--- src/rtl/seq_alu.sv ---
`default_nettype none
// ============================================================================
// Module   : seq_alu
// Function : Multi-cycle ALU: one-cycle add/sub, shift-add multiply and MAC.
// Revision : 1.0
// ============================================================================
module seq_alu #(
    parameter int WIDTH = 5,
    parameter int RW    = 2*WIDTH+1
) (
    input  logic             clk,
    input  logic             rst,
    input  logic             start,
    input  logic [WIDTH-1:0] a,
    input  logic [WIDTH-1:0] b,
    input  logic [1:0]       op,
    output logic             busy,
    output logic             done,
    output logic [RW-1:0]    result,
    output logic             neg,
    output logic             ovf
);

    localparam int c_CW = (WIDTH > 1) ? $clog2(WIDTH) : 1;
    localparam int c_PW = 2*WIDTH;

    typedef enum logic [1:0] {
        S_IDLE = 2'd0,
        S_MUL  = 2'd1,
        S_FIN  = 2'd2
    } state_t;

    state_t              r_state_q, w_state_d;
    logic [c_CW-1:0]     r_cnt_q, w_cnt_d;
    logic [WIDTH-1:0]    r_a_q, w_a_d;
    logic [WIDTH-1:0]    r_b_q, w_b_d;
    logic                r_mac_q, w_mac_d;
    logic [c_PW-1:0]     r_prod_q, w_prod_d;
    logic [RW-1:0]       r_result_q, w_result_d;
    logic                r_neg_q, w_neg_d;
    logic                r_ovf_q, w_ovf_d;
    logic                r_done_q, w_done_d;
    logic                r_busy_q, w_busy_d;

    logic [WIDTH:0]      w_add;
    logic [WIDTH:0]      w_sub;
    logic [c_PW-1:0]     w_addend;
    logic [RW:0]         w_mac_sum;

    assign w_add     = {1'b0, a} + {1'b0, b};
    assign w_sub     = {1'b0, a} - {1'b0, b};
    assign w_addend  = {{WIDTH{1'b0}}, r_a_q} << r_cnt_q;
    // Accumulate into the visible result; the extra top bit is the wrap carry.
    assign w_mac_sum = {1'b0, r_result_q} + {{(RW+1-c_PW){1'b0}}, r_prod_q};

    always_comb begin
        w_state_d  = r_state_q;
        w_cnt_d    = r_cnt_q;
        w_a_d      = r_a_q;
        w_b_d      = r_b_q;
        w_mac_d    = r_mac_q;
        w_prod_d   = r_prod_q;
        w_result_d = r_result_q;
        w_neg_d    = r_neg_q;
        w_ovf_d    = r_ovf_q;
        w_done_d   = 1'b0;
        case (r_state_q)
            S_IDLE: begin
                if (start) begin
                    if (!op[1]) begin
                        w_result_d = op[0] ? {{(RW-WIDTH-1){1'b0}}, w_sub}
                                           : {{(RW-WIDTH-1){1'b0}}, w_add};
                        w_neg_d    = op[0] && (a < b);
                        w_ovf_d    = 1'b0;
                        w_done_d   = 1'b1;
                    end else begin
                        w_a_d     = a;
                        w_b_d     = b;
                        w_mac_d   = op[0];
                        w_prod_d  = '0;
                        w_cnt_d   = '0;
                        w_state_d = S_MUL;
                    end
                end
            end
            S_MUL: begin
                if (r_b_q[r_cnt_q]) begin
                    w_prod_d = r_prod_q + w_addend;
                end
                w_cnt_d = r_cnt_q + c_CW'(1);
                if (r_cnt_q == c_CW'(WIDTH-1)) begin
                    w_state_d = S_FIN;
                end
            end
            S_FIN: begin
                if (r_mac_q) begin
                    w_result_d = w_mac_sum[RW-1:0];
                    w_ovf_d    = w_mac_sum[RW];
                end else begin
                    w_result_d = {{(RW-c_PW){1'b0}}, r_prod_q};
                    w_ovf_d    = 1'b0;
                end
                w_neg_d   = 1'b0;
                w_done_d  = 1'b1;
                w_state_d = S_IDLE;
            end
            default: w_state_d = S_IDLE;
        endcase
        w_busy_d = (w_state_d != S_IDLE);
    end

    always_ff @(posedge clk) begin
        if (rst) begin
            r_state_q  <= S_IDLE;
            r_cnt_q    <= '0;
            r_a_q      <= '0;
            r_b_q      <= '0;
            r_mac_q    <= 1'b0;
            r_prod_q   <= '0;
            r_result_q <= '0;
            r_neg_q    <= 1'b0;
            r_ovf_q    <= 1'b0;
            r_done_q   <= 1'b0;
            r_busy_q   <= 1'b0;
        end else begin
            r_state_q  <= w_state_d;
            r_cnt_q    <= w_cnt_d;
            r_a_q      <= w_a_d;
            r_b_q      <= w_b_d;
            r_mac_q    <= w_mac_d;
            r_prod_q   <= w_prod_d;
            r_result_q <= w_result_d;
            r_neg_q    <= w_neg_d;
            r_ovf_q    <= w_ovf_d;
            r_done_q   <= w_done_d;
            r_busy_q   <= w_busy_d;
        end
    end

    assign busy   = r_busy_q;
    assign done   = r_done_q;
    assign result = r_result_q;
    assign neg    = r_neg_q;
    assign ovf    = r_ovf_q;

endmodule
`default_nettype wire
--- config.mk ---
export PLATFORM = sky130hd
export DESIGN_NAME = seq_alu
export DESIGN_NICKNAME = d
export VERILOG_FILES = /design/src/rtl/seq_alu.sv
export SDC_FILE = /design/constraint.sdc
export NUM_CORES = 1
export LEC_CHECK = 0
export CAP_MARGIN = 20
export CORE_AREA = 2 2 80 82
export DETAILED_ROUTE_END_ITERATION = 10
export DIE_AREA = 0 0 82 84
export PLACE_DENSITY = 0.7
export REMOVE_ABC_BUFFERS = 1
export SLEW_MARGIN = 20
export SYNTH_ARGS = -nofsm -noshare
export SYNTH_HDL_FRONTEND = slang
export SYNTH_SLANG_ARGS = --single-unit
--- constraint.sdc ---
create_clock -name clk -period 2.2 [get_ports clk]
set_clock_uncertainty 0.05 [all_clocks]
set_input_delay 0.66 -clock clk [delete_from_list [all_inputs] [get_ports clk]]
set_output_delay 0.66 -clock clk [all_outputs]
set_load 0.01 [all_outputs]
; ---- After elaboration in Yosys (flattened, before gate mapping)
; Cells that the tools add are included.
[word_totals]
input_bits = 15
elab_cells = 63
reg_bits = 41
out_inout_bits = 15
[op_classes]
n_shift = 1
n_reduce_logical = 9
n_addsub = 5
eq_ne = 7
muxes = 28
n_lt_le_gt_ge = 2
[op_table]
columns = op, count
row1 = 11-bit 2-to-1 mux, 3
row2 = 10-bit 2-to-1 mux, 3
row3 = 11-bit one-hot mux with 2 select lines, 1
row4 = 10-bit one-hot mux with 2 select lines, 1
row5 = 11-bit by 10-bit adder with 12-bit output, 1
row6 = 10-bit adder, 1
row7 = 5-bit by 3-bit left shift with 10-bit output, 1
row8 = 3-bit AND reduction, 3
row9 = 1-bit 2-to-1 mux, 8
row10 = "2-bit != test, second input constant", 4
row11 = 5-bit by 5-bit adder with 6-bit output, 1
row12 = 2-bit 2-to-1 mux, 3
row13 = 3-bit 2-to-1 mux, 2
row14 = 6-bit 2-to-1 mux, 1
row15 = 1-bit one-hot mux with 2 select lines, 3
row16 = 3-bit one-hot mux with 2 select lines, 1
row17 = 2-bit nonzero test, 3
row18 = 5-bit by 5-bit subtractor with 6-bit output, 1
row19 = 5-bit less-than comparator, 1
row20 = "3-bit by 4-bit less-than comparator with 1-bit output, second input constant", 1
row21 = 2-bit one-hot mux with 2 select lines, 1
row22 = 4-bit AND reduction, 1
row23 = "3-bit by 1-bit adder with 3-bit output, second input constant", 1
row24 = 1-bit binary-select mux with 3-bit select, 1
row25 = 5 further kinds, 5

; ---- Logic depth before layout (Yosys ltp)
[logic_depth]
depth_word = 5
mapped_depth = 13
mapped_depth_nobuf = 12

; ---- Worst setup path after synthesis
; Ideal clock, no wire load.
[synth_path]
kind = flip-flop to flip-flop
start = register r_cnt_q[1]
end = register r_prod_q[8]
setup_time_ns = 0.117
n_path_buf = 1
path_slack_ns = -0.237
period_less_slack_ns = 2.437
stages_incl_launch_ff = 11
arrival_ns = 2.271
t_required_ns = 2.033
cell_sequence = dfxtp_1 > clkbuf_1 > mux2i_1 > and2_1 > ha_1 > nor2b_1 > o31a_1 > nor3_1 > o21ai_0 > xor2_1 > a22o_1
[synth_via]
elab_chain_cells = 4
word_cells_on_any_way = 8
cone_classes = 1 x add/sub / 1 x eq/ne / 1 x shift / 4 x mux / 1 x reduce/logical
[synth_rtl]
columns = item, line
row1 = from (decl), 34  ; logic [c_CW-1:0] r_cnt_q, w_cnt_d;
row2 = from (signal assigned), 127  ; r_cnt_q <= w_cnt_d;
row3 = 5-bit by 3-bit left shift with 10-bit output / 1-bit binary-select mux with 3-bit select (equally long branches), "52, 87"
row4 = 10-bit adder / 1-bit 2-to-1 mux (equally long branches), "88, 87"
row5 = 10-bit 2-to-1 mux / 2-bit != test (equally long branches), n/a
row6 = 10-bit one-hot mux with 2 select lines / 4-bit AND reduction (equally long branches), n/a
row7 = to (signal assigned), 131  ; r_prod_q <= w_prod_d;
row8 = to (decl), 38  ; logic [c_PW-1:0] r_prod_q, w_prod_d;
; Parallel ways exist; a longest one is shown, timed or not. The select of a mux whose other input is x is not followed.
; A chain may end at the register's enable or synchronous reset.

; ---- Worst setup path after layout
[layout_path]
start = register r_cnt_q[0]
end = register r_prod_q[9]
; Same word-level chain as after synthesis.

==> results.yml <==
run_status:
  outcome: "complete, but fails checks"
  failed_checks: "setup timing"
worst_setup_path:
  cp_common_cell: "a21oi_2"
  crit_chain: "buf_6, mux2_4, nor2_4, a21oi_1, nand2_1, o31ai_2, ha_1, a21oi_2, o21ai_1, a21oi_2, o21ai_2, mux2i_1, o31ai_1"
  ff2ff_path_depth: 13
  crit_path_start_kind: "flip-flop"
  path_buf_inv: 1
  cp.arrival_ps: 2580
  crit_start: "r_cnt_q[0]$_SDFFE_PP0P_"
  r2r_slack_ps: -240
  cp_slowest_cell: "dfxtp_4"
  worst_path_largest_cell_delay_ps: 390
  r2r_end: "r_prod_q[9]$_SDFFE_PP0P_"
  cp_top_family: "compound AO/OA/AOI/OAI gates"
  regToRegStartpoint: "r_cnt_q[0]$_SDFFE_PP0P_"
  endpoint_kind: "flip-flop"
  required_ps: 2340
  cp_max_fo: 5
  path_class: "reg -> reg"
hold_path:
  holdPathEnd: "r_b_q[2]$_SDFFE_PP0P_"
  hold_class: "reg -> reg"
  min_delay_path_depth: 2
  min_from: "r_b_q[2]$_SDFFE_PP0P_"
floorplan:
  start_util_pct: 49.49
  core_area_um2: 6096
  die_y_um: 84
  fp.dieArea_um2: 6888
  die_w_um: 82
  rows: 29
  io_pins: 30
finish:
  nets: 512
  fin_cells: 540
  antenna_cells: 0
  layout-drive-gt1-share_pct: 30.24
  utilization_pct: 68.76
  synthToLayoutAreaGrowth_pct: 38.95
  layout_common_cells: "buf_4, nand2_1, dfxtp_1"
  final_common_cell: "buf_4"
grt:
  grt_use_met3_pct: 4.004
  top_usage_layer: "met2"
  met2_usage_pct: 44.64
  grtUsageTotal_pct: 25.52
  antenna_found_initial: 0
  grt-ovfl-total: 0
  grt_pass1_vias: 3068
  use_met1_pct: 31.63
  grt_max_degree: 38
  grt_pass1_wl_um: 13790
logic_synthesis:
  synthesis.area_um2: 3017
  ys_ff_latch: 41
  ys_types: 57
  synth-main-ff-cell: "dfxtp_1"
  avgSynthCellArea_um2: 8.088
  synth_edf_count: 0
  postSynthCellCount: 373
  async_flop_share_pct: 0
  synth_warnings: 0
  ys_seq_area_share_pct: 27.21
clock_network:
  clk_latency_ps: 310
  clock-sinks: 41
  htreeDepth: 2
  cts.path.max_buffers: 2
  cts_tree: "built"
  cts_root_buf: "clkbuf_8"
  cts_buffers: 5
  clk_pin_slew_ps: 90
route:
  postRouteAntennaNets: 0
  vias: 3119
  drc: 0
  dr.pass1.iters: 5
  wl_um: 8325
  vias_per_cell: 5.776
  wl_per_cell_um: 15.42
  drt_first_iter_violations: 162
sta:
  rsz0062_at_grt: "yes"
  finalWorstPathRequiredPeriod_ps: 2440
  slew_headroom_pct: 59.85
  report.final.slew_viol_count: 0
  finalHoldViolCount: 0
  max_freq_mhz: 409.9
  worst_slack_ps: -239.8
  setup_viol: 6
  period_share_pct: 110.9
  worstMarginPinSlew_ps: 600.1
placement:
  portBuffers: 29
  dpl.cell_count: 521
  place_ws_ps: -601.9
  hpwl_um: 5906
  gp_congestion: 0.9237
job:
  maxCapViolations: 0
power:
  power_density_nw_per_um2: 438.5
  power.total_mw: 1.838
  p_leak_nw: 1.832
  vdd_drop_max_mv: 0.3005
-- worst min-delay path: stages (launching register included) --
cell and delay [ps]:
dfxtp_1 310, nand2_1 50, a21oi_1 50
-- cell type report --
class	instances	area [um^2]
Clock buffer	5	68.82
Clock inverter	3	46.29
Fill cell	489	1904
Inverter	23	86.33
Multi-Input combinational cell	293	2238
Sequential cell	41	828.3
Tap cell	77	96.34
Timing Repair Buffer	98	827.0
-- cell usage after synthesis, types with 3 or more instances --
cell type / n / area, um^2
nand2_1: 44 / 165.2
dfxtp_1: 41 / 820.8
a21oi_1: 39 / 195.2
ha_1: 31 / 387.9
nor2_1: 25 / 93.84
inv_1: 23 / 86.33
o21ai_0: 16 / 80.08
clkbuf_1: 11 / 41.29
xnor2_1: 11 / 96.34
nor3_1: 10 / 50.05
a21o_1: 8 / 60.06
a211oi_1: 7 / 52.55
a22o_1: 7 / 61.31
mux2i_1: 7 / 70.07
nor2b_1: 6 / 37.54
nand3_1: 5 / 25.02
o21a_1: 5 / 37.54
o22ai_1: 5 / 31.28
xor2_1: 5 / 43.79
a22oi_1: 4 / 30.03
fa_1: 4 / 80.08
nand2b_1: 4 / 25.02
a31oi_1: 3 / 18.77
a32oi_1: 3 / 26.28
mux2_2: 3 / 33.78
o21bai_1: 3 / 22.52
o31ai_1: 3 / 22.52
or2_2: 3 / 18.77
-- cells by family (layout without fill, tap and decap cells) --
logic type	after synthesis	in the layout	share of synthesized area [%]
multiplexers	11	11	4.189
flip-flops	41	41	27.21
adder cells (fa/ha/maj)	35	35	15.51
AND/OR/NAND/NOR	112	112	17.38
AO/OA/AOI/OAI	119	119	25.80
buffers and inverters	39	129	5.267
XOR/XNOR	16	16	4.645
-- what timing repair did --
action | CTS | global route
buffers inserted | 10 | 2
setup endpoints to repair | 16 | 15
pin swaps | 29 | 13
hold buffers | 0 | 0
resized for setup | 50 | 26
-- routing by layer --
layer	share of wire [%]	up-vias	wire length [um]
met5	0	-	0
met3	4.0	15	329
met1	44	1494	3669
met4	1.9	0	159
met2	50	89	4167
li1	-	1521	-
-- registers in the layout, indices dropped and copies added (netlist names) --
signal     flops
r_cnt_q        3
neg            1
r_prod_q      10
busy           1
result        11
r_b_q          5
r_state_q      2
ovf            1
r_a_q          5
done           1
r_mac_q        1
-- worst max-delay path by stage --
stage                               end  slack [ps]  cells past startpoint
5_1_grt        r_prod_q[9]$_SDFFE_PP0P_        -340                     13
2_1_floorplan  r_prod_q[8]$_SDFFE_PP0P_        -290                     10
6_report       r_prod_q[9]$_SDFFE_PP0P_        -240                     13
3_5_place_dp     result[4]$_SDFFE_PP0P_        -600                     10
4_1_cts        r_prod_q[8]$_SDFFE_PP0P_        -220                     11
3_3_place_gp     result[4]$_SDFFE_PP0P_        -520                     10
-- power breakdown --
part / switching, mW / leakage [nW] / internal [mW] / total [mW]
clock: 0.306 / 0.0543 / 0.340 / 0.646
combinational: 0.198 / 1.44 / 0.209 / 0.407
sequential: 0.0200 / 0.335 / 0.765 / 0.785
-- through the flow --
step / cell area (um^2) / hold WS (ps) / TNS, ps
6_report: 4192 / 408.6 / -1064
5_1_grt: 4192 / 446.0 / -1659
4_1_cts: 4081 / 409.1 / -897.5
3_5_place_dp: 3779 / 396.1 / -5929
3_3_place_gp: 3779 / 394.5 / -5378
2_1_floorplan: 2944 / 375.7 / -844.6
Power figures use the tool's default switching activity.
==> RTL change 1: new RTL, same flow settings <==
The 3 states of `state_t` get a one-hot encoding in 3 bits.
--- a/src/rtl/seq_alu.sv
+++ b/src/rtl/seq_alu.sv
@@ -25,8 +25,8 @@
     localparam int c_PW = 2*WIDTH;
 
-    typedef enum logic [1:0] {
-        S_IDLE = 2'd0,
-        S_MUL  = 2'd1,
-        S_FIN  = 2'd2
+    typedef enum logic [2:0] {
+        S_IDLE = 3'b001,
+        S_MUL  = 3'b010,
+        S_FIN  = 3'b100
     } state_t;
 
Formal check against the unedited RTL: same outputs for any inputs over 10 cycles, from zero or initial values and one cycle with rst high; not proved beyond that.
==> RTL change 1 against the unedited design <==
The flow still finishes with violations (setup timing). Non-clock buffer count increased by 30. Routed wire length increased by 25%. Sequential cell count increased by 1. Power decreased by 4.7%. Die area unchanged. Global-route usage increased by 3.3 points. Synthesized area increased by 3.0%. Synthesized cell count increased by 4.3%. Design area increased by 10%. Cell count increased by 8.0%. Setup slack got worse by 130 ps. Via count increased by 9.9%. Hold slack improved by 10 ps. Critical endpoint unchanged. Largest cell class unchanged.
==> RTL change 1: results (changes against the unedited design) <==
status=complete, but fails checks; violated checks=setup timing; Least-Margin Pin Slew=551 ps (-49.3 ps); Worst Path Max Fanout=4 (-1); layout cells sized above 1=35.6% (+5.3 points); total number of vias=3,428 (+9.9%); post-synthesis sequential area ratio=27.1% (-0.14 points); initial drt markers=240 (+48%); fillers=430 (-12%); synthesized netlist cell count=389 (+4.3%); routed len/inst=17.9 µm (+16%); Hold WC Path Type=register to register; Final setup viols=7 (+1); Worst Path Arrival=2760 ps (+180 ps); htree depth=2 (unchanged); leading post-synthesis cells by cell area=dfxtp_1, ha_1, a21oi_1, nand2_1, nor2_1; final net count=555 (+8.4%); largest net degree at the start of global routing=27 (-29%); DP HPWL=6.71 mm (+14%); global-route wire length before repair=15.4 mm (+12%); Worst VDD drop=0.000374 V (+25%); Sw Pwr=536 µW (+2.2%); detailed-route wire length=10.4 mm (+25%); first drt pass iteration count=5 (unchanged); GRT Overall Usage=28.8% (+3.3 points); Largest register FFs=11 (unchanged); vias in the first global route=3,291 (+7.3%); placer congestion estimate=0.930 (+0.64%); Post-synth top cells=nand2_1, dfxtp_1, a21oi_1, ha_1, nor2_1; Setup TNS=-1770 ps (-708 ps); leakage power=1.99 nW (+8.4%); final worst slack=-367 ps (-128 ps); count of cell types in the netlist=54 (-5.3%)
## RTL change 1: changes by cell type in the layout (fill, tap and decap cells not counted), moves of 4 or more
cell      change
a22oi_1       +6
buf_4        +26
nor3_2        -4
buf_6         +4
ha_4          +4
a22o_1        -7
nand3b_1     +10
## RTL change 1: path summary, 6_finish.rpt
check                                 from     endpoint  slack [ps]  depth (start not counted)
worst min register to register    r_b_q[3]     r_b_q[3]         420                          2
worst max-delay path            r_cnt_q[1]  r_prod_q[9]        -370                         12
worst max register to register  r_cnt_q[1]  r_prod_q[9]        -370                         12
worst min-delay path              r_b_q[3]     r_b_q[3]         420                          2
## RTL change 1: stage by stage
step | worst slack, ps | hold slack (ps) | utilization, % | area, µm²
2_1_floorplan | -620 | 376 | - | 3020
4_1_cts | -207 | 420 | 73.0 | 4450
5_1_grt | -484 | 442 | 75.7 | 4610
3_5_place_dp | -736 | 406 | 66.4 | 4050
3_3_place_gp | -597 | 396 | 66.4 | 4050
6_report | -367 | 419 | 75.7 | 4610
## RTL change 1: logic make-up after synthesis
logic type	share of synthesized area [%]
simple gates	22.1
compound gates	22.4
flops	27.1
buf+inv	5.32
fa+ha+maj	15.1
xor+xnor	3.95
mux	4.15
## RTL change 1: critical path, stage by stage (launching register included)
cell and delay, ps:
dfxtp_4 390, buf_6 130, mux2i_4 260, o21ai_2 90, nand2_1 80, o31ai_2 70, ha_1 300, a21o_1 200
a211oi_2 290, nor2_2 100, a2bb2oi_2 150, or2_4 230, o211ai_1 150
## RTL change 1: what timing repair did
action,in CTS,in global routing
resized for setup,74,38
pin swaps,38,24
endpoints found under the setup margin,17,15
hold buffers,0,0
setup buffers,12,6
## RTL change 1: cell type report
type / count / share of cell area (%)
Multi-Input combinational cell: 306 / 52.8
Timing Repair Buffer: 128 / 22.8
Sequential cell: 42 / 18.4
Tap cell: 77 / 2.09
Inverter: 22 / 1.79
Clock buffer: 5 / 1.49
Clock inverter: 3 / 0.624
## RTL change 1: power groups by stage
| stage | combinational [mW] | sequential (mW) | clock, mW |
|---|---|---|---|
| floorplan | 0.147 | 0.820 | 0 |
| global placement | 0.325 | 0.818 | 0 |
| detailed placement | 0.335 | 0.819 | 0 |
| CTS | 0.354 | 0.799 | 0.565 |
| global route | 0.424 | 0.804 | 0.600 |
| finish | 0.393 | 0.801 | 0.558 |
## RTL change 1: per-layer routing
metal	part of all wire, %	track usage [%]
met1	40	34.5
met2	51	50.9
met3	5.1	4.33
met4	4.0	10.0
met5	0	0
==> RTL change 2: new RTL, same flow settings <==
Made on the original files. The parameter `WIDTH` goes from 5 to 4.
--- a/src/rtl/seq_alu.sv
+++ b/src/rtl/seq_alu.sv
@@ -6,5 +6,5 @@
 // ============================================================================
 module seq_alu #(
-    parameter int WIDTH = 5,
+    parameter int WIDTH = 4,
     parameter int RW    = 2*WIDTH+1
 ) (
Ports: changed (resized a, b and result); port bits go from 30 to 26. No check against the original RTL was run, so the function may have changed too.
==> RTL change 2 against the unedited design <==
The flow still finishes with violations (setup timing). Synthesized area down 22%. Design area fell by 25%. Routed wire length decreased by 28%. Sequential cell count is 7 lower. Setup slack better by 160 ps. Hold slack better by 1.8 ps. Power fell by 11%. Cell count down 24%. Largest cell class unchanged. Highest routed layer unchanged.
==> RTL change 2: results (changes against the unedited design) <==
GRT Overall Usage=18.0% (-7.5 points); slowest stage cell, crit path=or3_1; leading post-synthesis cells by cell area=dfxtp_1, ha_1, a21oi_1, nand2_1, a211oi_1; Final setup viols=3 (-3); Post-CTS Setup Bufs=1 (-9); Reg2Reg Depth=9 (-4); routed len/inst=14.5 µm (-5.8%); met3 usage=2.92% (-1.1 points); Clock Latency Late Sink=290 ps (-20 ps); count of cell types in the netlist=50 (-12%); Port-buffer cells=25 (-14%); post-synthesis sequential area ratio=28.8% (+1.6 points); Worst Path Max Fanout=3 (-2); cell internal pwr=1.23 mW (-6.3%); Worst VDD drop=0.000341 V (+14%); status=complete, but fails checks; met2 WL=2.90 mm (-31%); violated checks=setup timing; final worst slack=-79.5 ps (+160 ps); Sw Pwr=409 µW (-22%); final net count=374 (-27%); adder-cell area share of the yosys netlist=16.1% (+0.61 points); placed cell areas=0.00288 mm² (-24%); placer congestion estimate=0.814 (-12%); R2R Path End=r_prod_q[7]; Largest register FFs=9 (-2); Met3 Wirelength=240 µm (-27%); met1 Use GR=24.3% (-7.3 points); pre-CTS WS=-490 ps (+112 ps); Critical Path Sink=r_prod_q[7]; placed cells=401 (-23%); mean area per synthesized cell=8.37 µm² (+3.5%); initial drt markers=107 (-34%)
[RTL change 2: cell count changes after synthesis, sizes merged, moves of 6 or more]
cell / change
o21ai: -6
nor2: -13
xnor2: -9
dfxtp: -7
inv: -8
a22o: -7
ha: -7
a21oi: -11
nand2: -12
[RTL change 2: kinds of logic (layout without fill, tap and decap cells)]
family	after synthesis	count (layout)
AOI/OAI and AO/OA	92	92
and+or+nand+nor	89	89
DFF	34	34
buffers and inverters	29	81
adders and majority gates	28	28
muxes	7	7
xor gates and xnor gates	3	3
[RTL change 2: worst min-delay path, stage by stage (launching register included)]
cell and delay (ps):
dfxtp_1 320, nand2_1 50, a21oi_1 50
[RTL change 2: layout make-up]
class | count | area (µm²)
Timing Repair Buffer | 58 | 507
Fill cell | 580 | 2960
Multi-Input combinational cell | 219 | 1650
Inverter | 15 | 56.3
Clock inverter | 3 | 68.8
Tap cell | 77 | 96.3
Sequential cell | 34 | 684
Clock buffer | 5 | 68.8
